`config.mk`:
```
export PLATFORM = sky130hd
export DESIGN_NAME = ste_avg_iir_mc
export DESIGN_NICKNAME = d
export VERILOG_FILES = /design/src/rtl/ste_avg_pkg.sv /design/src/rtl/ste_avg_settle_cnt.sv /design/src/rtl/ste_avg_iir_mc.sv
export SDC_FILE = /design/constraint.sdc
export NUM_CORES = 1
export LEC_CHECK = 0
export CORE_UTILIZATION = 38
export CTS_CLUSTER_SIZE = 30
export DETAILED_ROUTE_END_ITERATION = 10
export DONT_BUFFER_PORTS = 1
export SYNTH_ARGS = -nofsm -noshare
export SYNTH_HDL_FRONTEND = slang
export SYNTH_SLANG_ARGS = --single-unit
export TNS_END_PERCENT = 5
```
`constraint.sdc`:
```
create_clock -name clk -period 8.26 [get_ports clk]
set_clock_uncertainty 0.05 [all_clocks]
set_input_delay 1.239 -clock clk [delete_from_list [all_inputs] [get_ports clk]]
set_output_delay 1.239 -clock clk [all_outputs]
set_load 0.005 [all_outputs]
```
`src/rtl/ste_avg_pkg.sv`:
```
// Shared types, constants and helpers for the multi-channel IIR averager.
// acc_t/diff_t describe the default 16-bit sample, 8-guard-bit configuration.
package ste_avg_pkg;

   localparam int unsigned DATA_W_DEF  = 16;
   localparam int unsigned GUARD_W_DEF = 8;
   localparam int unsigned SETTLE_MUL  = 4;

   typedef logic [DATA_W_DEF+GUARD_W_DEF-1:0]      acc_t;
   typedef logic signed [DATA_W_DEF+GUARD_W_DEF:0] diff_t;

   function automatic int unsigned clamp_k(int unsigned k, int unsigned k_max);
      return (k > k_max) ? k_max : k;
   endfunction

endpackage

```
`src/rtl/ste_avg_settle_cnt.sv`:
```
// Per-channel settle counter: counts averaged updates since priming or the last
// coefficient change, and flags the channel settled once SETTLE_MUL << keff is reached.
module ste_avg_settle_cnt
   import ste_avg_pkg::*;
#(
   parameter int unsigned K_MAX = 12,
   parameter int unsigned K_W   = 4
) (
   input  logic           clk,
   input  logic           rst_n,
   input  logic           clear_i,
   input  logic           rebase_i,
   input  logic           fill_i,
   input  logic           prime_i,
   input  logic           step_i,
   input  logic [K_W-1:0] keff_i,
   output logic           settled_o
);

   localparam int unsigned     CntW   = K_MAX + 3;
   localparam logic [CntW-1:0] CntMax = '1;
   localparam logic [CntW-1:0] CntOne = CntW'(1);
   localparam logic [CntW-1:0] Mul    = CntW'(SETTLE_MUL);

   logic [CntW-1:0] cnt_q, cnt_d, base;

   // A coefficient change restarts the count, but the update that caused it still counts.
   always_comb begin
      base  = rebase_i ? '0 : cnt_q;
      cnt_d = base;
      if (clear_i) begin
         cnt_d = '0;
      end else if (fill_i) begin
         cnt_d = CntMax;
      end else if (prime_i) begin
         cnt_d = '0;
      end else if (step_i && (base != CntMax)) begin
         cnt_d = base + CntOne;
      end
   end

   always_ff @(posedge clk or negedge rst_n) begin
      if (!rst_n) begin
         cnt_q <= '0;
      end else begin
         cnt_q <= cnt_d;
      end
   end

   assign settled_o = (cnt_q >= (Mul << keff_i));

endmodule

```
`src/rtl/ste_avg_iir_mc.sv`:
```
// Multi-channel first-order IIR averager, alpha = 2^-k, with priming, bypass and settle flags.
// Build option: define STE_AVG_ROUND_EN for round-half-up output, otherwise truncation.
module ste_avg_iir_mc
   import ste_avg_pkg::*;
#(
   parameter int unsigned DATA_W  = DATA_W_DEF,
   parameter int unsigned CH_N    = 4,
   parameter int unsigned GUARD_W = GUARD_W_DEF,
   parameter int unsigned K_MAX   = 12,
   parameter int unsigned K_W     = 4
) (
   input  logic                    clk,
   input  logic                    rst_n,
   input  logic [DATA_W-1:0]       din_i,
   input  logic [$clog2(CH_N)-1:0] din_ch_i,
   input  logic                    din_valid_i,
   output logic                    din_ready_o,
   input  logic                    avg_clr_i,
   input  logic                    avg_en_i,
   input  logic [K_W-1:0]          k_i,
   output logic [DATA_W-1:0]       dout_o,
   output logic [$clog2(CH_N)-1:0] dout_ch_o,
   output logic                    dout_valid_o,
   input  logic                    dout_ready_i,
   output logic [CH_N-1:0]         settled_o
);

   localparam int unsigned AccW = DATA_W + GUARD_W;
   localparam int unsigned ChW  = $clog2(CH_N);

   logic              s1_valid_q;
   logic [DATA_W-1:0] s1_din_q;
   logic [ChW-1:0]    s1_ch_q;
   logic              s1_en_q;
   logic [K_W-1:0]    s1_keff_q;
   logic [K_W-1:0]    keff_q;
   logic [AccW-1:0]   acc_q [CH_N];
   logic [CH_N-1:0]   primed_q;
   logic [DATA_W-1:0] dout_q;
   logic [ChW-1:0]    dout_ch_q;
   logic              dout_valid_q;

   logic              accept, s2_adv, keff_chg, load;
   logic [AccW-1:0]   acc_cur, din_sh, acc_new, acc_out;
   logic signed [AccW:0] diff, diff_sh;
   logic [DATA_W-1:0] dout_new;

   assign din_ready_o = ~avg_clr_i & (~s1_valid_q | ~dout_valid_q | dout_ready_i);
   assign accept      = din_valid_i & din_ready_o;
   assign s2_adv      = ~avg_clr_i & s1_valid_q & (~dout_valid_q | dout_ready_i);
   assign keff_chg    = (s1_keff_q != keff_q);
   assign load        = ~s1_en_q | ~primed_q[s1_ch_q];

   // The accumulator stays inside [0, max << GUARD_W], so the truncating add cannot wrap.
   always_comb begin
      acc_cur = acc_q[s1_ch_q];
      din_sh  = {s1_din_q, {GUARD_W{1'b0}}};
      diff    = $signed({1'b0, din_sh}) - $signed({1'b0, acc_cur});
      diff_sh = diff >>> s1_keff_q;
      acc_new = load ? din_sh : (acc_cur + AccW'(diff_sh));
`ifdef STE_AVG_ROUND_EN
      acc_out = acc_new + (AccW'(1) << (GUARD_W - 1));
`else
      acc_out = acc_new;
`endif
      dout_new = DATA_W'(acc_out >> GUARD_W);
   end

   always_ff @(posedge clk or negedge rst_n) begin
      if (!rst_n) begin
         s1_valid_q   <= 1'b0;
         s1_din_q     <= '0;
         s1_ch_q      <= '0;
         s1_en_q      <= 1'b0;
         s1_keff_q    <= '0;
         keff_q       <= '0;
         primed_q     <= '0;
         dout_q       <= '0;
         dout_ch_q    <= '0;
         dout_valid_q <= 1'b0;
         for (int i = 0; i < CH_N; i++) acc_q[i] <= '0;
      end else if (avg_clr_i) begin
         s1_valid_q   <= 1'b0;
         dout_valid_q <= 1'b0;
         primed_q     <= '0;
         for (int i = 0; i < CH_N; i++) acc_q[i] <= '0;
      end else begin
         if (accept) begin
            s1_valid_q <= 1'b1;
            s1_din_q   <= din_i;
            s1_ch_q    <= din_ch_i;
            s1_en_q    <= avg_en_i;
            s1_keff_q  <= K_W'(clamp_k(32'(k_i), K_MAX));
         end else if (s2_adv) begin
            s1_valid_q <= 1'b0;
         end
         if (s2_adv) begin
            acc_q[s1_ch_q]    <= acc_new;
            primed_q[s1_ch_q] <= 1'b1;
            keff_q            <= s1_keff_q;
            dout_q            <= dout_new;
            dout_ch_q         <= s1_ch_q;
            dout_valid_q      <= 1'b1;
         end else if (dout_ready_i) begin
            dout_valid_q <= 1'b0;
         end
      end
   end

   for (genvar c = 0; c < CH_N; c++) begin : g_settle
      logic hit;
      assign hit = s2_adv & (s1_ch_q == ChW'(c));

      ste_avg_settle_cnt #(
         .K_MAX (K_MAX),
         .K_W   (K_W)
      ) u_settle_cnt (
         .clk       (clk),
         .rst_n     (rst_n),
         .clear_i   (avg_clr_i),
         .rebase_i  (s2_adv & keff_chg),
         .fill_i    (hit & ~s1_en_q),
         .prime_i   (hit & s1_en_q & ~primed_q[c]),
         .step_i    (hit & s1_en_q & primed_q[c]),
         .keff_i    (keff_q),
         .settled_o (settled_o[c])
      );
   end

   assign dout_o       = dout_q;
   assign dout_ch_o    = dout_ch_q;
   assign dout_valid_o = dout_valid_q;

endmodule
```
==> impl_metrics.tcl, run 1 <==
set metrics [dict create \
    status "complete, no violations" \
    n_antenna_cell 0 \
    p_leak_nw 6.75 \
    synth_mux_area_share_pct 9.34 \
    clock_sinks 207 \
    syn_nets 1735 \
    cp_data_arrival_time_ns 7.94 \
    coreArea_um2 37700 \
    hpwl_um 28100 \
    yosys.area.top_type "dfrtp_1" \
    finalWirelength_um 40100 \
    setup_viol 0 \
    cts.htree.levels 1 \
    num_vias 11818 \
    path_max_fanout 25 \
    synth_top_area_share_pct 35.7 \
    synth_edf_count 0 \
    avgSynthCellArea_um2 9.05 \
    max_slew_margin_pct 33.6 \
    fin_area_um2 15800 \
    reg2reg_depth 26 \
    critical_path_required_ns 8.60 \
    cts.path.max_buffers 3 \
    slew_viol_final 0 \
    drtIter0Drc 879 \
    yosysUniqueCellTypes 69 \
    cts_root_buffer "clkbuf_16" \
    holdWs_ns 0.351 \
    clk_latency_ns 0.55 \
    syn_area_um2 14500 \
    grt_usage_pct 20.7 \
    gp_congestion 0.928 \
    hold_path_class "primary input to async pin" \
    grt.met1_usage_pct 30.9 \
    placed_area_um2 14900 \
    synth_simple_gate_area_share_pct 20.0 \
    synth_fa_ha_area_share_pct 8.84 \
    synth-compound-area-share_pct 16.9 \
    ant_nets 0 \
    worst_pin_slew_ns 0.992 \
    grt_start_max_net_pins 208 \
    cts_resized 0 \
    cts_tree "built" \
    dr.pass1.iters 5 \
    rsz0062_at_grt "no" \
    end_kind "flip-flop" \
    grtUsageMet3_pct 3.74 \
    synth_async_sr_flop_share_pct 100 \
    crit_type "flip-flop to flip-flop" \
    stdcell_count 2083 \
    peakVddDrop_uv 180 \
    power.total_mw 3.53 \
    fp-row-count 71 \
    postSynthRegisterBits 207 \
    seq_area_frac_synth_pct 35.7 \
    ys.flop_type "dfrtp_1" \
    layout-drive-gt1-share_pct 8.84 \
    post-route-drc-count 0 \
    area_delta_synth_final_pct 8.56 \
    post_drt_wl_per_cell_um 19.2 \
    yosys_warnings 0 \
    grt.overflow.total 0 \
    postCtsSetupBuffers 0 \
    die_h_um 197 \
    setup.worst_path.start_class "flip-flop" \
    ios 52 \
    hold_violations 0 \
    max_cap_violations 0 \
    numPortBuffers 0 \
    pwr_density_cell_nw_per_um2 224 \
    fmax_mhz 132 \
    top_usage_layer "met2" \
    numCtsBuffers 26 \
    fin_tns_setup_ns 0 \
    post-place-cells 2037 \
    nNetsFinal 1684 \
    die_w_um 197 \
    antenna_found_initial 0 \
    vias_per_cell 5.67 \
    grt_first_pass_wirelength_um 63700 \
    synth_cells 1605 \
    synth_top_family_by_area "simple AND/OR/NAND/NOR gates" \
    use_met2_pct 31.4 \
    clk_pin_slew_ns 0.06 \
    hold_buffers 0 \
    first_global_vias 11129 \
    synth-xor-area-share_pct 5.54 \
    yosys-top-cells-area "dfrtp_1 36%, ha_1 8.7%, o21ai_0 6.2%" \
    fin_crit_sh_pct 92.0 \
    initial_core_util_pct 38.5 \
    dieArea_um2 39000 \
    period_needed_ns 7.60 \
]
[worst max-delay path, stage by stage (launching register included)]
cell and delay [ns]:
dfrtp_1 0.79, buf_4 0.43, mux4_2 0.41, inv_1 0.10, ha_1 0.26, a21oi_1 0.18
nor2_1 0.07, a211oi_1 0.38, o31ai_4 0.19, o41ai_2 0.57, xnor2_1 0.29, mux2i_1 0.14
mux2i_1 0.40, o21ai_0 0.13, a211oi_1 0.45, ha_1 0.37, a21o_1 0.17, a21o_1 0.16
a21o_1 0.18, nor3_1 0.21, a311oi_1 0.16, o21ai_0 0.25, nor2b_1 0.25, o21ai_0 0.14
xor2_1 0.18, mux2i_1 0.34, o21ai_0 0.13
[Yosys cell counts (13+ instances only)]
cell / n
o21ai_0: 180
nor2_1: 85
mux2_2: 29
a21o_1: 21
nor2b_1: 20
a21oi_1: 87
nor3_1: 23
inv_1: 40
nand4_1: 21
clkbuf_1: 74
dfrtp_1: 207
ha_1: 101
xor2_1: 46
mux2i_1: 34
xnor2_1: 44
nand3b_1: 97
and3_1: 17
nand2b_1: 17
o211ai_1: 13
nand2_1: 220
o21a_1: 20
nand3_1: 31
mux4_2: 30
[where the power goes]
| part | internal (mW) | switching (mW) |
|---|---|---|
| sequential | 1.09 | 0.101 |
| clock | 0.686 | 0.459 |
| combinational | 0.481 | 0.717 |
| total | 2.25 | 1.28 |
[final timing paths]
| kind | from | endpoint | slack [ns] |
|---|---|---|---|
| hold / removal | rst_n | acc_q[20]$_DFFE_PN0P_ | 0.35 |
| setup reg to reg | s1_ch_q[1]$_DFFE_PN0P_ | dout_o[15]$_DFFE_PN0P_ | 0.66 |
| max in group asynchronous | rst_n | s1_din_q[10]$_DFFE_PN0P_ | 7.39 |
| min in group clk | acc_q[18]$_DFFE_PN0P_ | acc_q[18]$_DFFE_PN0P_ | 0.46 |
| setup / recovery | s1_ch_q[1]$_DFFE_PN0P_ | dout_o[15]$_DFFE_PN0P_ | 0.66 |
| hold reg to reg | acc_q[18]$_DFFE_PN0P_ | acc_q[18]$_DFFE_PN0P_ | 0.46 |
[area by class of cell]
cell class,count,area [um2]
Fill cell,3737,21900
Multi-Input combinational cell,1264,8810
Sequential cell,207,5180
Clock buffer,34,731
Tap cell,511,639
Inverter,41,154
Clock inverter,12,136
Timing Repair Buffer,14,105
[cell families after synthesis]
family,count (synthesis)
simple gates,569
compound gates,408
flops,207
buf+inv,134
fa+ha+maj,102
mux,94
xor+xnor,91
[per-stage QoR]
step	setup WS (ns)	utilization, %
global route	0.164	41.8
finish	0.665	41.8
global placement	0.925	39.5
CTS	0.732	41.8
floorplan	1.19	-
detailed placement	0.738	39.5
[routing by layer]
metal / routed length [um] / vias to the layer above / part of all wire, %
met3: 2490 / 32 / 6.2
met1: 19400 / 5774 / 48
li1: - / 5665 / -
met4: 540 / 0 / 1.3
met5: 0 / - / 0
met2: 17700 / 347 / 44
[flip-flops by register name, indices dropped and copies added (netlist names)]
| name | cells |
|---|---|
| g_settle.u_settle_cnt.cnt_q | 60 |
| dout_valid_o | 1 |
| dout_o | 16 |
| keff_q | 4 |
| primed_q | 4 |
| s1_en_q | 1 |
| s1_valid_q | 1 |
| s1_ch_q | 2 |
| dout_ch_o | 2 |
| s1_din_q | 16 |
| s1_keff_q | 4 |
| acc_q | 96 |
[layout by cell type, fill, tap and decap left out, types with 13 or more instances in the layout]
| master | count |
|---|---|
| nand3b_1 | 97 |
| clkbuf_16 | 26 |
| buf_4 | 14 |
| o21ai_0 | 180 |
| ha_1 | 101 |
| nand3_1 | 31 |
| nor3_1 | 23 |
| o211ai_1 | 13 |
| dfrtp_1 | 206 |
| mux2_2 | 29 |
| a21oi_1 | 87 |
| o21a_1 | 20 |
| mux2i_1 | 34 |
| xnor2_1 | 44 |
| inv_1 | 40 |
| and3_1 | 17 |
| mux4_2 | 30 |
| a21o_1 | 21 |
| nand2_1 | 220 |
| nor2_1 | 85 |
| nor2b_1 | 20 |
| nand2b_1 | 17 |
| xor2_1 | 46 |
| nand4_1 | 21 |
Note: power is estimated with default switching activity, not from simulation.
==> run 2: changes to the inputs <==
CORE_MARGIN = 1.5   (was unset)
==> run 2 against run 1 <==
Against the previous run:
- cell area grew 0.27%
- register-to-register slack better by 0.11 ns
- die area is 1.0% higher
- non-clock buffer count grew 5
- first-iteration DRC count is 16% higher
==> impl_metrics.tcl, run 2 (same netlist as run 1, synthesis figures left out) <==
set metrics [dict create \
    placed_area_um2 14900 \
    status "complete, no violations" \
    p_leak_nw 6.79 \
    fin_crit_sh_pct 90.6 \
    seq_power_share_pct 33.6 \
    post_drt_wl_per_cell_um 19.0 \
    p_clk_share_pct 32.6 \
    peakVddDrop_uv 181 \
    dieArea_um2 39400 \
    setup.worst_path.start_class "flip-flop" \
    max_slew_margin_pct 34.8 \
    largest_register "acc_q" \
    cts_root_buffer "clkbuf_16" \
    grt.overflow.total 0 \
    cp_data_arrival_time_ns 7.83 \
    final_common_cell "nand2_1" \
    clock_sinks 207 \
    cts_tree "built" \
    numPortBuffers 0 \
    crit_type "flip-flop to flip-flop" \
    antenna_found_initial 0 \
    period_needed_ns 7.48 \
    internal_power_mw 2.28 \
    die_h_um 198 \
    pwr-share-comb_pct 33.8 \
    dr.pass1.iters 5 \
    layout-drive-gt1-share_pct 9.26 \
    cts.path.max_buffers 3 \
    fp-row-count 71 \
    postCtsSetupBuffers 0 \
    hpwl_um 28000 \
    fin_area_um2 15800 \
    n_antenna_cell 0 \
    die_w_um 198 \
    layout_setup_ws_ns 0.778 \
    initial_core_util_pct 38.5 \
    post-route-drc-count 0 \
    clk_pin_slew_ns 0.06 \
    hold_path_class "primary input to async pin" \
    vias_per_cell 5.69 \
    hold_buffers 0 \
    clk_latency_ns 0.54 \
    cts_resized 0 \
    slew_viol_final 0 \
    max_cap_violations 0 \
    setup_viol 0 \
    pwr_density_cell_nw_per_um2 225 \
    ant_nets 0 \
    path_max_fanout 18 \
    num_vias 11872 \
    fin_tns_setup_ns 0 \
    coreArea_um2 37700 \
    finalWirelength_um 39700 \
    nNetsFinal 1688 \
    largest_reg_flops 96 \
    first_global_vias 11031 \
    net-switching-power_mw 1.28 \
    area_delta_synth_final_pct 8.85 \
    worst_pin_slew_ns 0.978 \
    ios 52 \
    top_regs "acc_q x96, g_settle.u_settle_cnt.cnt_q x60" \
    grt_first_pass_wirelength_um 63000 \
    grt_start_max_net_pins 208 \
    rsz0062_at_grt "no" \
    numCtsBuffers 25 \
    preCtsSetupSlack_ns 0.922 \
    power.total_mw 3.56 \
    mostFrequentLayoutCells "220 x nand2_1, 206 x dfrtp_1, 180 x o21ai_0" \
    holdWs_ns 0.370 \
    fmax_mhz 134 \
    cts.htree.levels 1 \
    switching_share_pct 35.9 \
    gp_congestion 0.960 \
    end_kind "flip-flop" \
    critical_path_required_ns 8.61 \
    hold_violations 0 \
    grt_usage_pct 20.2 \
    drtIter0Drc 1019 \
]
## run 2: metrics by stage
stage          util (%)  instances
2_1_floorplan         -       1605
3_3_place_gp       39.6       2042
3_5_place_dp       39.6       2042
4_1_cts            42.0       2088
5_1_grt            42.0       2088
6_report           42.0       2088
## run 2: cell type report
cell class,instances,area (um2)
sequential,207,5180
inverter,41,154
fill,3706,21900
clock buffer,29,671
clock inverter,17,201
tap,511,639
multi-input combinational,1264,8810
timing repair buffer,19,143
## run 2: routing by layer
metal / vias to the layer above / global-route usage, % / routed length (um)
li1: 5682 / - / -
met5: - / 0 / 0
met1: 5809 / 30.3 / 19400
met2: 341 / 30.8 / 17400
met4: 0 / 3.59 / 594
met3: 40 / 3.32 / 2400
## run 2: power by group through the flow
stage	Sequential (mW)	Clock [mW]	Combinational [mW]
floorplan	1.15	0	0.951
global placement	1.21	0	1.17
detailed placement	1.21	0	1.18
CTS	1.19	1.19	1.18
global route	1.21	1.23	1.32
finish	1.19	1.16	1.20
## run 2: path summary, 6_finish.rpt
path                                        start  slack [ns]                       to  depth (start not counted)
min in group clk            acc_q[14]$_DFFE_PN0P_        0.46    acc_q[14]$_DFFE_PN0P_                          2
max in group asynchronous                   rst_n        7.43  s1_din_q[9]$_DFFE_PN0P_                          0
hold / removal                              rst_n        0.37    acc_q[46]$_DFFE_PN0P_                          0
hold reg to reg             acc_q[14]$_DFFE_PN0P_        0.46    acc_q[14]$_DFFE_PN0P_                          2
setup reg to reg           s1_ch_q[1]$_DFFE_PN0P_        0.78    acc_q[95]$_DFFE_PN0P_                         26
setup / recovery           s1_ch_q[1]$_DFFE_PN0P_        0.78    acc_q[95]$_DFFE_PN0P_                         26
## run 2: critical path: stages, from the launching register on
cell and delay [ns]:
dfrtp_1 0.95, buf_4 0.34, mux4_2 0.35, inv_1 0.10, ha_1 0.26, a21oi_1 0.20
nor2_1 0.08, a211oi_1 0.38, o31ai_4 0.19, o41ai_2 0.48, xnor2_1 0.29, mux2i_1 0.15
mux2i_1 0.45, o21ai_0 0.18, a211oi_1 0.43, ha_1 0.35, a21o_1 0.17, a21o_1 0.17
a21o_1 0.18, nor3_1 0.20, a311oi_1 0.16, o21ai_0 0.24, nor2b_1 0.22, o21ai_0 0.14
xor2_1 0.18, mux2i_1 0.32, o21ai_0 0.14
==> run 3: changes to the inputs <==
REMOVE_ABC_BUFFERS = 1   (was unset)
==> run 3 against run 2 <==
Against the previous run:
- wire length is 4.7% higher
- sequential share of layout area hardly changed
- die area stayed put
- power is 1.9% higher
- non-clock buffer count is 2 lower
- combinational power hardly changed
- via count is 0.13% higher
- critical path type unchanged
==> impl_metrics.tcl, run 3 (same netlist as run 1, synthesis figures left out) <==
set metrics [dict create \
    status "complete, no violations" \
    die_h_um 198 \
    r2r-end "acc_q[95]$_DFFE_PN0P_" \
    rrSetupSlack_ns 0.77 \
    coreArea_um2 37700 \
    die_w_um 198 \
    numPortBuffers 0 \
    grt_usage_pct 21.5 \
    postCtsSetupBuffers 0 \
    cp_data_arrival_time_ns 7.84 \
    end_kind "flip-flop" \
    post-place-cells 2040 \
    max_cap_violations 0 \
    largest_reg_flops 96 \
    fin_crit_sh_pct 90.6 \
    cts_resized 0 \
    finalWirelength_um 41600 \
    antenna_found_initial 0 \
    post-route-drc-count 0 \
    rr_startpoint "s1_ch_q[1]$_DFFE_PN0P_" \
    clk_latency_ns 0.56 \
    critical_path_required_ns 8.62 \
    mostFrequentLayoutCells "220 x nand2_1, 205 x dfrtp_1, 180 x o21ai_0" \
    fin_tns_setup_ns 0 \
    drtIter0Drc 840 \
    p_leak_nw 6.80 \
    setup_viol 0 \
    period_needed_ns 7.49 \
    layout-drive-gt1-share_pct 9.19 \
    dieArea_um2 39400 \
    fp-row-count 71 \
    grt_first_pass_wirelength_um 66600 \
    hold_violations 0 \
    peakVddDrop_uv 144 \
    first_global_vias 11770 \
    n_antenna_cell 0 \
    vias_per_cell 5.69 \
    clk_pin_slew_ns 0.06 \
    final_common_cell "nand2_1" \
    rsz0062_at_grt "no" \
    grt.overflow.total 0 \
    crit_type "flip-flop to flip-flop" \
    clock_sinks 207 \
    initial_core_util_pct 38.5 \
    grt_start_max_net_pins 208 \
    cts.htree.levels 1 \
    post_drt_wl_per_cell_um 19.9 \
    num_vias 11887 \
    ant_nets 0 \
    ios 52 \
    numCtsBuffers 26 \
    fillers 3721 \
    cts.path.max_buffers 3 \
    hold_path_class "primary input to async pin" \
    max_slew_margin_pct 24.5 \
    top_regs "acc_q x96, g_settle.u_settle_cnt.cnt_q x60" \
    area_delta_synth_final_pct 9.07 \
    cts_tree "built" \
    reg2reg_depth 25 \
    hpwl_um 28500 \
    slew_viol_final 0 \
    fmax_mhz 134 \
    dr.pass1.iters 6 \
    worst_pin_slew_ns 1.13 \
    pwr_density_cell_nw_per_um2 229 \
    hold_buffers 0 \
    nNetsFinal 1687 \
    stdcell_count 2088 \
    gp_congestion 0.934 \
    largest_register "acc_q" \
    path_max_fanout 39 \
    cts_root_buffer "clkbuf_16" \
    setup.worst_path.start_class "flip-flop" \
]
==> run 3: cell count changes in the layout (fill, tap and decap cells not counted), sizes merged <==
cell	delta
buf	-2
inv	-2
bufinv	-1
clkbuf	+8
clkinv	-2
clkinvlp	-1
==> run 3: cell type report <==
type	count	area, um2	share of cell area [%]
multi-input cells	1264	8820	55.7
flip-flops and latches	207	5180	32.7
clock buffers	37	773	4.88
well taps	511	639	4.04
inverters	41	154	0.972
clock inverters	11	136	0.861
repair buffers	17	128	0.806
==> run 3: worst max-delay path by stage <==
stage                                       from                    end  slack (ns)  cells after the start
after floorplan           s1_ch_q[0]$_DFFE_PN0P_  acc_q[23]$_DFFE_PN0P_        1.56                     25
after global routing      s1_ch_q[1]$_DFFE_PN0P_  acc_q[71]$_DFFE_PN0P_        0.04                     26
final                     s1_ch_q[1]$_DFFE_PN0P_  acc_q[95]$_DFFE_PN0P_        0.77                     25
after global placement    s1_ch_q[0]$_DFFE_PN0P_  acc_q[71]$_DFFE_PN0P_        0.95                     26
after detailed placement  s1_ch_q[0]$_DFFE_PN0P_  acc_q[23]$_DFFE_PN0P_        0.80                     25
after CTS                 s1_ch_q[0]$_DFFE_PN0P_  acc_q[95]$_DFFE_PN0P_        0.75                     25
==> run 3: metal layers <==
layer | share of wire [%] | vias to the layer above | wire length (um) | GRT usage (%)
li1 | - | 5677 | - | -
met5 | 0 | - | 0 | 0
met3 | 6.2 | 72 | 2580 | 3.65
met2 | 47 | 363 | 19600 | 35.6
met1 | 44 | 5775 | 18400 | 29.0
met4 | 2.5 | 0 | 1060 | 5.98
==> run 3: metrics by stage <==
step | setup slack, ns | hold WS, ns | utilization (%) | total power [mW] | cell area [um2]
6_report | 0.773 | 0.343 | 42.0 | 3.62 | 15800
5_1_grt | 0.0408 | 0.319 | 42.0 | 3.83 | 15800
4_1_cts | 0.747 | 0.320 | 42.0 | 3.64 | 15800
3_5_place_dp | 0.798 | 0.442 | 39.6 | 2.41 | 14900
3_3_place_gp | 0.954 | 0.437 | 39.6 | 2.41 | 14900
2_1_floorplan | 1.56 | 0.420 | - | 2.05 | 14100
==> run 3: critical path, stage by stage, from the launching register on <==
cell	delay (ns)
dfrtp_2	1.01
mux4_2	0.45
inv_1	0.08
ha_1	0.28
a21oi_1	0.28
o21ai_0	0.18
a31oi_4	0.26
o31ai_4	0.15
o41ai_2	0.55
xnor2_1	0.31
mux2i_1	0.15
mux2i_1	0.43
o21ai_0	0.13
a211oi_1	0.33
ha_1	0.36
a21o_1	0.19
a21o_1	0.17
a21o_1	0.22
nor3_1	0.22
a311oi_1	0.20
o21ai_0	0.26
nor2b_1	0.25
o21ai_0	0.16
xor2_1	0.18
mux2i_1	0.33
o21ai_0	0.14
==> run 3: where the power goes <==
part	switching, mW	internal [mW]
clock	0.465	0.743
combinational	0.738	0.485
sequential	0.104	1.09
